### src/rtl/apb3_master_bridge_pkg.sv
// Shared APB3 definitions: bridge FSM states and default bus widths
// common to the bridge and the APB3 peripheral routers.
package apb3_pkg;

  localparam int unsigned APB_ADDR_W = 16;
  localparam int unsigned APB_DATA_W = 32;

  typedef enum logic [1:0] {
    IDLE   = 2'd0,
    SETUP  = 2'd1,
    ACCESS = 2'd2,
    RESP   = 2'd3
  } apb3_state_e;

endpackage

### src/rtl/apb3_master_bridge_if.sv
// Command/response stream plus APB3 bus signals of the master bridge.
// "master" is the bridge's view; "slave" is the fabric/peripheral side.
interface apb3_master_bridge_if import apb3_pkg::*; #(
  parameter int unsigned ADDR_WIDTH = APB_ADDR_W,
  parameter int unsigned DATA_WIDTH = APB_DATA_W
);

  logic                  cmd_valid;
  logic                  cmd_ready;
  logic                  cmd_write;
  logic [ADDR_WIDTH-1:0] cmd_addr;
  logic [DATA_WIDTH-1:0] cmd_wdata;

  logic                  rsp_valid;
  logic                  rsp_ready;
  logic [DATA_WIDTH-1:0] rsp_rdata;
  logic                  rsp_error;
  logic                  rsp_timeout;

  logic [ADDR_WIDTH-1:0] io_apb_PADDR;
  logic                  io_apb_PSEL;
  logic                  io_apb_PENABLE;
  logic                  io_apb_PWRITE;
  logic [DATA_WIDTH-1:0] io_apb_PWDATA;
  logic                  io_apb_PREADY;
  logic [DATA_WIDTH-1:0] io_apb_PRDATA;
  logic                  io_apb_PSLVERROR;

  modport master (
    input  cmd_valid, cmd_write, cmd_addr, cmd_wdata, rsp_ready,
    input  io_apb_PREADY, io_apb_PRDATA, io_apb_PSLVERROR,
    output cmd_ready, rsp_valid, rsp_rdata, rsp_error, rsp_timeout,
    output io_apb_PADDR, io_apb_PSEL, io_apb_PENABLE, io_apb_PWRITE, io_apb_PWDATA
  );

  modport slave (
    output cmd_valid, cmd_write, cmd_addr, cmd_wdata, rsp_ready,
    output io_apb_PREADY, io_apb_PRDATA, io_apb_PSLVERROR,
    input  cmd_ready, rsp_valid, rsp_rdata, rsp_error, rsp_timeout,
    input  io_apb_PADDR, io_apb_PSEL, io_apb_PENABLE, io_apb_PWRITE, io_apb_PWDATA
  );

endinterface

### src/rtl/apb3_timeout_cnt.sv
// Saturating ACCESS-phase wait counter; hit_o flags the last allowed
// wait cycle (count == TIMEOUT-1). TIMEOUT == 0 never hits.
module apb3_timeout_cnt #(
  parameter int unsigned TIMEOUT = 255
) (
  input  logic clk_i,
  input  logic rst_ni,
  input  logic clr_i,
  input  logic en_i,
  output logic hit_o
);

  localparam int unsigned CW = (TIMEOUT == 0) ? 1 : $clog2(TIMEOUT + 1);
  localparam logic [CW-1:0] HIT_VAL = (TIMEOUT == 0) ? '0 : CW'(TIMEOUT - 1);

  logic [CW-1:0] cnt_q, cnt_d;

  always_comb begin
    cnt_d = cnt_q;
    if (clr_i) begin
      cnt_d = '0;
    end else if (en_i && (cnt_q != '1)) begin
      cnt_d = cnt_q + CW'(1);
    end
  end

  always_ff @(posedge clk_i) begin
    if (!rst_ni) begin
      cnt_q <= '0;
    end else begin
      cnt_q <= cnt_d;
    end
  end

  assign hit_o = (TIMEOUT != 0) && (cnt_q == HIT_VAL);

endmodule

### src/rtl/apb3_master_bridge.sv
// Single-outstanding APB3 initiator: valid/ready command in, SETUP/ACCESS
// transfer with ACCESS timeout, valid/ready response out. All outputs registered.
module apb3_master_bridge import apb3_pkg::*; #(
  parameter int unsigned ADDR_WIDTH = APB_ADDR_W,
  parameter int unsigned DATA_WIDTH = APB_DATA_W,
  parameter int unsigned TIMEOUT    = 255
) (
  input  logic                io_apb_PCLK,
  input  logic                io_apb_PRESETn,
  apb3_master_bridge_if.master bus
);

  apb3_state_e state_q, state_d;

  logic                  psel_q, psel_d;
  logic                  penable_q, penable_d;
  logic                  pwrite_q, pwrite_d;
  logic [ADDR_WIDTH-1:0] paddr_q, paddr_d;
  logic [DATA_WIDTH-1:0] pwdata_q, pwdata_d;
  logic                  cmd_ready_q, cmd_ready_d;
  logic                  rsp_valid_q, rsp_valid_d;
  logic [DATA_WIDTH-1:0] rsp_rdata_q, rsp_rdata_d;
  logic                  rsp_error_q, rsp_error_d;
  logic                  rsp_timeout_q, rsp_timeout_d;

  logic cmd_hs;
  logic tmo_clr;
  logic tmo_en;
  logic tmo_hit;
  logic access_done;

  // cmd_ready_q (not the state) gates the handshake so nothing is accepted
  // in the cycle right after reset, when cmd_ready is still low.
  assign cmd_hs      = (state_q == IDLE) && bus.cmd_valid && cmd_ready_q;
  assign tmo_clr     = cmd_hs;
  assign tmo_en      = (state_q == ACCESS) && !bus.io_apb_PREADY;
  assign access_done = bus.io_apb_PREADY || tmo_hit;

  apb3_timeout_cnt #(
    .TIMEOUT(TIMEOUT)
  ) u_timeout_cnt (
    .clk_i (io_apb_PCLK),
    .rst_ni(io_apb_PRESETn),
    .clr_i (tmo_clr),
    .en_i  (tmo_en),
    .hit_o (tmo_hit)
  );

  always_ff @(posedge io_apb_PCLK) begin
    if (!io_apb_PRESETn) begin
      state_q       <= IDLE;
      psel_q        <= 1'b0;
      penable_q     <= 1'b0;
      pwrite_q      <= 1'b0;
      paddr_q       <= '0;
      pwdata_q      <= '0;
      cmd_ready_q   <= 1'b0;
      rsp_valid_q   <= 1'b0;
      rsp_rdata_q   <= '0;
      rsp_error_q   <= 1'b0;
      rsp_timeout_q <= 1'b0;
    end else begin
      state_q       <= state_d;
      psel_q        <= psel_d;
      penable_q     <= penable_d;
      pwrite_q      <= pwrite_d;
      paddr_q       <= paddr_d;
      pwdata_q      <= pwdata_d;
      cmd_ready_q   <= cmd_ready_d;
      rsp_valid_q   <= rsp_valid_d;
      rsp_rdata_q   <= rsp_rdata_d;
      rsp_error_q   <= rsp_error_d;
      rsp_timeout_q <= rsp_timeout_d;
    end
  end

  always_comb begin
    state_d = state_q;
    unique case (state_q)
      IDLE:    if (cmd_hs) state_d = SETUP;
      SETUP:   state_d = ACCESS;
      ACCESS:  if (access_done) state_d = RESP;
      RESP:    if (bus.rsp_ready) state_d = IDLE;
      default: state_d = IDLE;
    endcase
  end

  // Registered outputs are computed from the next state so every port is a flop.
  always_comb begin
    psel_d        = (state_d == SETUP) || (state_d == ACCESS);
    penable_d     = (state_d == ACCESS);
    cmd_ready_d   = (state_d == IDLE);
    rsp_valid_d   = (state_d == RESP);
    pwrite_d      = pwrite_q;
    paddr_d       = paddr_q;
    pwdata_d      = pwdata_q;
    rsp_rdata_d   = rsp_rdata_q;
    rsp_error_d   = rsp_error_q;
    rsp_timeout_d = rsp_timeout_q;

    if (cmd_hs) begin
      pwrite_d = bus.cmd_write;
      paddr_d  = bus.cmd_addr;
      pwdata_d = bus.cmd_wdata;
    end

    if (state_q == ACCESS) begin
      if (bus.io_apb_PREADY) begin
        rsp_rdata_d   = pwrite_q ? '0 : bus.io_apb_PRDATA;
        rsp_error_d   = bus.io_apb_PSLVERROR;
        rsp_timeout_d = 1'b0;
      end else if (tmo_hit) begin
        rsp_rdata_d   = '0;
        rsp_error_d   = 1'b1;
        rsp_timeout_d = 1'b1;
      end
    end
  end

  assign bus.cmd_ready      = cmd_ready_q;
  assign bus.rsp_valid      = rsp_valid_q;
  assign bus.rsp_rdata      = rsp_rdata_q;
  assign bus.rsp_error      = rsp_error_q;
  assign bus.rsp_timeout    = rsp_timeout_q;
  assign bus.io_apb_PADDR   = paddr_q;
  assign bus.io_apb_PSEL    = psel_q;
  assign bus.io_apb_PENABLE = penable_q;
  assign bus.io_apb_PWRITE  = pwrite_q;
  assign bus.io_apb_PWDATA  = pwdata_q;

endmodule

### src/flat_wrapper.sv
// flat-port wrapper written by rule: the top's interface ports become plain ports
module apb3_master_bridge_flat import apb3_pkg::*;
#(
  parameter int unsigned ADDR_WIDTH = APB_ADDR_W,
  parameter int unsigned DATA_WIDTH = APB_DATA_W,
  parameter int unsigned TIMEOUT    = 255
)
  (io_apb_PCLK, io_apb_PRESETn, bus_cmd_valid, bus_cmd_write, bus_cmd_addr, bus_cmd_wdata, bus_rsp_ready, bus_io_apb_PREADY, bus_io_apb_PRDATA, bus_io_apb_PSLVERROR, bus_cmd_ready, bus_rsp_valid, bus_rsp_rdata, bus_rsp_error, bus_rsp_timeout, bus_io_apb_PADDR, bus_io_apb_PSEL, bus_io_apb_PENABLE, bus_io_apb_PWRITE, bus_io_apb_PWDATA);
  apb3_master_bridge_if #(.ADDR_WIDTH(ADDR_WIDTH), .DATA_WIDTH(DATA_WIDTH)) bus_i ();
  input  logic io_apb_PCLK;
  input  logic io_apb_PRESETn;
  input wire logic [$bits(bus_i.cmd_valid)-1:0] bus_cmd_valid;
  input wire logic [$bits(bus_i.cmd_write)-1:0] bus_cmd_write;
  input wire logic [$bits(bus_i.cmd_addr)-1:0] bus_cmd_addr;
  input wire logic [$bits(bus_i.cmd_wdata)-1:0] bus_cmd_wdata;
  input wire logic [$bits(bus_i.rsp_ready)-1:0] bus_rsp_ready;
  input wire logic [$bits(bus_i.io_apb_PREADY)-1:0] bus_io_apb_PREADY;
  input wire logic [$bits(bus_i.io_apb_PRDATA)-1:0] bus_io_apb_PRDATA;
  input wire logic [$bits(bus_i.io_apb_PSLVERROR)-1:0] bus_io_apb_PSLVERROR;
  output wire logic [$bits(bus_i.cmd_ready)-1:0] bus_cmd_ready;
  output wire logic [$bits(bus_i.rsp_valid)-1:0] bus_rsp_valid;
  output wire logic [$bits(bus_i.rsp_rdata)-1:0] bus_rsp_rdata;
  output wire logic [$bits(bus_i.rsp_error)-1:0] bus_rsp_error;
  output wire logic [$bits(bus_i.rsp_timeout)-1:0] bus_rsp_timeout;
  output wire logic [$bits(bus_i.io_apb_PADDR)-1:0] bus_io_apb_PADDR;
  output wire logic [$bits(bus_i.io_apb_PSEL)-1:0] bus_io_apb_PSEL;
  output wire logic [$bits(bus_i.io_apb_PENABLE)-1:0] bus_io_apb_PENABLE;
  output wire logic [$bits(bus_i.io_apb_PWRITE)-1:0] bus_io_apb_PWRITE;
  output wire logic [$bits(bus_i.io_apb_PWDATA)-1:0] bus_io_apb_PWDATA;
  assign bus_i.cmd_valid = bus_cmd_valid;
  assign bus_i.cmd_write = bus_cmd_write;
  assign bus_i.cmd_addr = bus_cmd_addr;
  assign bus_i.cmd_wdata = bus_cmd_wdata;
  assign bus_i.rsp_ready = bus_rsp_ready;
  assign bus_i.io_apb_PREADY = bus_io_apb_PREADY;
  assign bus_i.io_apb_PRDATA = bus_io_apb_PRDATA;
  assign bus_i.io_apb_PSLVERROR = bus_io_apb_PSLVERROR;
  assign bus_cmd_ready = bus_i.cmd_ready;
  assign bus_rsp_valid = bus_i.rsp_valid;
  assign bus_rsp_rdata = bus_i.rsp_rdata;
  assign bus_rsp_error = bus_i.rsp_error;
  assign bus_rsp_timeout = bus_i.rsp_timeout;
  assign bus_io_apb_PADDR = bus_i.io_apb_PADDR;
  assign bus_io_apb_PSEL = bus_i.io_apb_PSEL;
  assign bus_io_apb_PENABLE = bus_i.io_apb_PENABLE;
  assign bus_io_apb_PWRITE = bus_i.io_apb_PWRITE;
  assign bus_io_apb_PWDATA = bus_i.io_apb_PWDATA;
  apb3_master_bridge #(.ADDR_WIDTH(ADDR_WIDTH), .DATA_WIDTH(DATA_WIDTH), .TIMEOUT(TIMEOUT)) u_core (.io_apb_PCLK(io_apb_PCLK), .io_apb_PRESETn(io_apb_PRESETn), .bus(bus_i));
endmodule
### config.mk
export PLATFORM = sky130hd
export DESIGN_NAME = apb3_master_bridge_flat
export DESIGN_NICKNAME = d
export VERILOG_FILES = /design/src/rtl/apb3_master_bridge_pkg.sv /design/src/rtl/apb3_master_bridge_if.sv /design/src/rtl/apb3_timeout_cnt.sv /design/src/rtl/apb3_master_bridge.sv /design/src/flat_wrapper.sv
export SDC_FILE = /design/constraint.sdc
export NUM_CORES = 1
export LEC_CHECK = 0
export CAP_MARGIN = 20
export CELL_PAD_IN_SITES_DETAIL_PLACEMENT = 1
export CELL_PAD_IN_SITES_GLOBAL_PLACEMENT = 2
export CORE_AREA = 2 2 115 162
export CTS_BUF_LIST = sky130_fd_sc_hd__clkbuf_8
export DETAILED_ROUTE_END_ITERATION = 8
export DIE_AREA = 0 0 117 164
export GPL_TIMING_DRIVEN = 0
export PLACE_DENSITY_LB_ADDON = 0.1
export SLEW_MARGIN = 20
export SYNTH_ARGS = -nofsm -noshare
export SYNTH_HDL_FRONTEND = slang
export SYNTH_SLANG_ARGS = --single-unit
### constraint.sdc
create_clock -name io_apb_PCLK -period 2.07 [get_ports io_apb_PCLK]
set_input_delay 0.414 -clock io_apb_PCLK [delete_from_list [all_inputs] [get_ports io_apb_PCLK]]
set_output_delay 0.414 -clock io_apb_PCLK [all_outputs]
set_load 0.05 [all_outputs]
# ---- After elaboration in Yosys (flattened, before gate mapping)
# Index checks and enable logic that the tools add are counted.
dict set report classes {
  add_sub_neg 1
  n_mul 0
  n_div 0
  n_lt_le_gt_ge 0
  n_eq_ne 8
  shifts 0
  n_mux 10
  n_bitwise 1
  reduce_logical 12
}
# op n
set op_table {}
lappend op_table {{$mux W32} 3}
lappend op_table {{$add A8 B1 Y8 const B} 1}
lappend op_table {{$eq A2 B2 Y1 const B} 4}
lappend op_table {{$eq A8 B8 Y1 const B} 1}
lappend op_table {{$ne A8 B8 Y1 const B} 1}
lappend op_table {{$pmux W2 S4} 1}
lappend op_table {{$mux W2} 3}
lappend op_table {{$eq A2 B1 Y1 const B} 2}
lappend op_table {{$logic_and A1 B1 Y1} 4}
lappend op_table {{$logic_not A2 Y1} 2}
lappend op_table {{$mux W1} 3}
lappend op_table {{$logic_or A1 B1 Y1} 2}
lappend op_table {{$reduce_and A2 Y1} 1}
lappend op_table {{$reduce_bool A2 Y1} 1}
lappend op_table {{$reduce_or A2 Y1} 1}
lappend op_table {{$logic_not A1 Y1} 1}
lappend op_table {{$not A1 Y1} 1}
dict set report totals {
  ff_bits 97
  latch_bits 0
  mem_bits_rw 0
  romBits 0
  in_bits 87
  output_inout_bits 87
  word_cells 44
  n_memories 0
}

# ---- Logic depth before layout (Yosys ltp)
dict set report logic_depth {
  word_depth 7
  mapped_depth 7
  ltp_nobuf 7
}

# ---- Cells and area by module
# From an unflattened synthesis, not the netlist that was laid out.
dict set report unflattened {
  hier_cells 449
  area_unflattened_um2 3826.2
}
# module instances cells_each area_per_inst_um2 seq_area_each_um2
set by_module_without_submodules {}
lappend by_module_without_submodules {apb3_master_bridge 1 396 3377.0 1781.7}
lappend by_module_without_submodules {apb3_timeout_cnt 1 53 449.2 160.2}

# ---- Worst setup path before layout
# Ideal clock, no wire load.
dict set report synth_path {
  path_type {flip-flop to flip-flop}
  from {register u_core.u_timeout_cnt.cnt_q[0]}
  to {register u_core.psel_q (netlist: u_core.bus.io_apb_PSEL)}
  setup_ps 115
  arrival_time_ps 1543
  required_ps 1955
  setup_slack_ps 412
  stages_incl_launch_ff 8
  n_path_buf 0
  period_less_slack_ps 1658
  path_cell_list {dfxtp_1 > inv_1 > ha_1 > nand3_1 > nor2_1 > o21ai_0 > ha_1 > and2_1}
}
dict set report synth_via {
  elab_chain_len 6
  elab_cells_between_ends 7
  cone_classes {3 x eq/ne; 2 x mux; 2 x reduce/logical}
}
# element line_no
set synth_lines {}
lappend synth_lines {{from (decl)} apb3_timeout_cnt.sv:16} ;# logic [CW-1:0] cnt_q, cnt_d;
lappend synth_lines {{from (signal assigned)} apb3_timeout_cnt.sv:31} ;# cnt_q <= cnt_d;
lappend synth_lines {{$eq A8 B8 Y1 (*)} apb3_timeout_cnt.sv:35} ;# assign hit_o = (TIMEOUT != 0) && (cnt_q == HIT_VAL);
lappend synth_lines {{$logic_or A1 B1 Y1 (*)} apb3_master_bridge.sv:37} ;# assign access_done = bus.io_apb_PREADY || tmo_hit;
lappend synth_lines {{$mux W2 (*)} apb3_master_bridge.sv:82} ;# ACCESS: if (access_done) state_d = RESP;
lappend synth_lines {{$pmux W2 S4 (*)} apb3_master_bridge.sv:79} ;# unique case (state_q)
lappend synth_lines {{$eq A2 B1 Y1 / $eq A2 B2 Y1 (equally long branches)} apb3_master_bridge.sv:90} ;# psel_d = (state_d == SETUP) || (state_d == ACCESS);
lappend synth_lines {{$logic_or A1 B1 Y1 (*)} apb3_master_bridge.sv:90}
lappend synth_lines {{via u_core.psel_d} apb3_master_bridge.sv:15} ;# logic psel_q, psel_d;
lappend synth_lines {{to (signal assigned)} apb3_master_bridge.sv:64} ;# psel_q <= psel_d;
lappend synth_lines {{to (decl)} apb3_master_bridge.sv:15}
# The timed path passes the listed nets; every way through them passes the cells marked *.
# A chain may end at the register's enable or synchronous reset.

# ---- Worst setup path after layout
dict set report layout_path {
  from {register u_core.rsp_rdata_q[3] (netlist: u_core.bus.rsp_rdata[3])}
  to {output bus_rsp_rdata[3]}
}
# element line_no
set layout_lines {}
lappend layout_lines {{from (decl)} apb3_master_bridge.sv:22} ;# logic [DATA_WIDTH-1:0] rsp_rdata_q, rsp_rdata_d;
lappend layout_lines {{from (signal assigned)} apb3_master_bridge.sv:71} ;# rsp_rdata_q <= rsp_rdata_d;
lappend layout_lines {{to (decl)} flat_wrapper.sv:22} ;# output wire logic [$bits(bus_i.rsp_rdata)-1:0] bus_rsp_rdata;
# No word-level cell between the ends.

==> qor.txt <==
Fmax - 498 MHz
drt wl/cell - 15.8 microns
most common cell after layout, fill and taps aside - clkdlybuf4s50_1
starting density of the core - 23.6%
Slew @ Worst Pin - 0.545 ns
gr usage total - 15.4%
antenna-violating nets left - 0
H-tree levels - 3
Root Driver - clkbuf_8
critical path's slowest cell - clkdlybuf4s50_1
Critical Path RT - 1.66 ns
total number of yosys warnings - 0
detailed-route via count - 4326
clk_lat worst skew - 0.37 ns
reg2reg setup slack - 0.19 ns
Worst-path clk slew - 0.10 ns
relative slew slack - 63.6%
share of cells above drive strength 1 - 5.67%
initial antenna violation count - 0
Vias/cell - 4.66
Syn Area/Cell - 8.40 sq um
hold_sp - u_core.bus.io_apb_PWDATA[11]$_SDFFE_PN0P_
Rows - 58
worst setup margin - 0.0628 ns
critical path fanouts, max - 3
Clock Path Buffers - 2
Syn Nets - 591
Placed Cells - 911
ys async rst share - 0%
sequential share of the synthesized area - 46.3%
Place WS - -0.321 ns
setup skew after layout - 0.00641 ns
Endpoint, Worst Hold - u_core.bus.io_apb_PWDATA[11]$_SDFFE_PN0P_
CP Depth - 1
full die area - 0.0192 sq mm
DRC Markers - 0
Final Critical Period - 2.01 ns
Static Leakage - 2.32 nW
RSZ-0062 raised after global routing - false
pin count of the biggest net entering global routing - 18
status - complete, no violations
area grow syn2layout - 53.8%
Mapped Area - 0.00419 sq mm
Max IR drop VDD - 0.258 mV
CP Launch Type - flop
Placed Area - 0.00621 sq mm
Yosys reg bits - 97
Top-Level Pins - 174
crit-path max cell delay - 0.84 ns
port bufs - 172
Diodes inserted - 0
CTS tree - done
Hold Violations, Final - 0
crit end category - output port
CTS Buf Count - 9
Max Slew Vio Count - 0
Die X - 117 microns
Top delay family on crit path - buffers and inverters
most frequent cells in the layout - 169 x clkdlybuf4s50_1, 103 x nand3_1, 101 x nand2_1
r2r endpoint - u_core.bus.io_apb_PSEL$_SDFF_PN0_
die height - 164 microns
synth unique cells - 42
Cells after Synth - 499
WHS - 0.457 ns
vias in the first global route - 4531
detailed-placement wirelength estimate - 11000 microns
Hold Crit Class - reg2reg
clock sinks - 97
most common flop cell mapped by yosys - dfxtp_1
fin util - 36.3%
fraction of the cycle the final worst path needs - 97.0%
DRT Pass-1 Iters - 5
nets - 775
area of the core - 0.0178 sq mm
Critical Setup Path Class - reg2out
Setup-failing EPs final - 0
GPL Wtd Cong - 0.702
CP Buf/Inv Count - 1
Non-Filler Instances - 928
first-pass GRT wire length - 23400 microns
CP arrival - 1.59 ns
RR Startpoint - u_core.u_timeout_cnt.cnt_q[2]$_SDFFE_PP0P_
cells along the critical path - clkdlybuf4s50_1
hold path cells - 2
Routed WL - 14600 microns
initial DRC count - 171
CTS Hold Bufs - 0
grt ovf - 0
final instance area - 0.00645 sq mm
pwr/cell area - 818 mW/mm^2
Max Cap Viol - 0
number of synthesized flops with an enable pin - 0
worst reg2reg path depth - 6
[per-layer routing]
layer | track usage, % | wire length [microns]
met1 | 19.2 | 6400
met2 | 26.1 | 7170
met3 | 3.17 | 909
met4 | 5.67 | 162
met5 | 0 | 0
[cells in the mapped netlist, types with 2 or more instances]
master	n	area [sq um]
o21a_1	2	15.0
buf_1	2	7.51
nand2b_1	3	18.8
nand2_1	101	379
nor3_1	2	10.0
a211oi_1	5	37.5
o211a_1	3	30.0
a21boi_0	24	180
buf_2	15	75.1
clkbuf_1	32	120
nand4_1	3	18.8
ha_1	5	62.6
o2111ai_1	32	280
a21boi_1	25	188
nor3b_1	2	15.0
a31oi_1	2	12.5
inv_1	7	26.3
and2_1	7	43.8
nor2_1	2	7.51
o21ai_0	3	15.0
a41oi_1	2	17.5
nand3_1	104	521
dfxtp_1	97	1940
[stage by stage]
stage | setup TNS, ns | power [mW]
2_1_floorplan | 0 | 3.28
3_3_place_gp | -1.62 | 3.97
3_5_place_dp | -3.08 | 3.99
4_1_cts | 0 | 5.38
5_1_grt | 0 | 5.57
6_report | 0 | 5.27
[power by group]
part,switching (mW),internal (mW)
registers,0.115,2.05
clock network,0.743,0.609
logic,1.12,0.634
total,1.98,3.29
[kinds of logic after synthesis]
logic type,Yosys count,synth area share (%)
compound gates,105,19.9
fa+ha+maj,5,1.49
flops,97,46.3
mux,1,0.239
simple gates,233,26.2
buf+inv,58,5.91
[cell type report]
type | count | area, sq um
buffer | 51 | 221
multi-input combinational | 344 | 2010
sequential | 97 | 1940
inverter | 7 | 26.3
tap | 240 | 300
fill | 2115 | 11300
timing repair buffer | 173 | 1740
clock inverter | 6 | 73.8
clock buffer | 10 | 138
[registers in the layout (all words and copies together), names as in the netlist]
| signal | cells |
|---|---|
| u_core.state_q | 2 |
| u_core.bus.rsp_valid | 1 |
| u_core.bus.rsp_rdata | 32 |
| u_core.bus.io_apb_PENABLE | 1 |
| u_core.bus.io_apb_PADDR | 16 |
| u_core.bus.io_apb_PSEL | 1 |
| u_core.bus.io_apb_PWDATA | 32 |
| u_core.u_timeout_cnt.cnt_q | 8 |
| u_core.bus.cmd_ready | 1 |
| u_core.bus.io_apb_PWRITE | 1 |
| u_core.bus.rsp_error | 1 |
| u_core.bus.rsp_timeout | 1 |
[what timing repair did]
action,in CTS,in global routing
pin swaps,1,0
setup buffers,1,0
resized for setup,1,4
setup endpoints to repair,1,4
gates cloned,0,0
[worst max path at each step]
stage / start / slack (ns) / end
after floorplan: u_core.u_timeout_cnt.cnt_q[0]$_SDFFE_PP0P_ / 0.41 / u_core.bus.io_apb_PSEL$_SDFF_PN0_
after global placement: bus_io_apb_PREADY / -0.27 / u_core.bus.io_apb_PSEL$_SDFF_PN0_
after detailed placement: bus_io_apb_PREADY / -0.32 / u_core.bus.io_apb_PSEL$_SDFF_PN0_
after CTS: u_core.bus.io_apb_PWRITE$_SDFFE_PN0P_ / 0.0002 / bus_io_apb_PWRITE
after global routing: u_core.bus.rsp_rdata[0]$_SDFFE_PN0P_ / 0.0009 / bus_rsp_rdata[0]
final: u_core.bus.rsp_rdata[3]$_SDFFE_PN0P_ / 0.06 / bus_rsp_rdata[3]
Power figures use the tool's default switching activity.
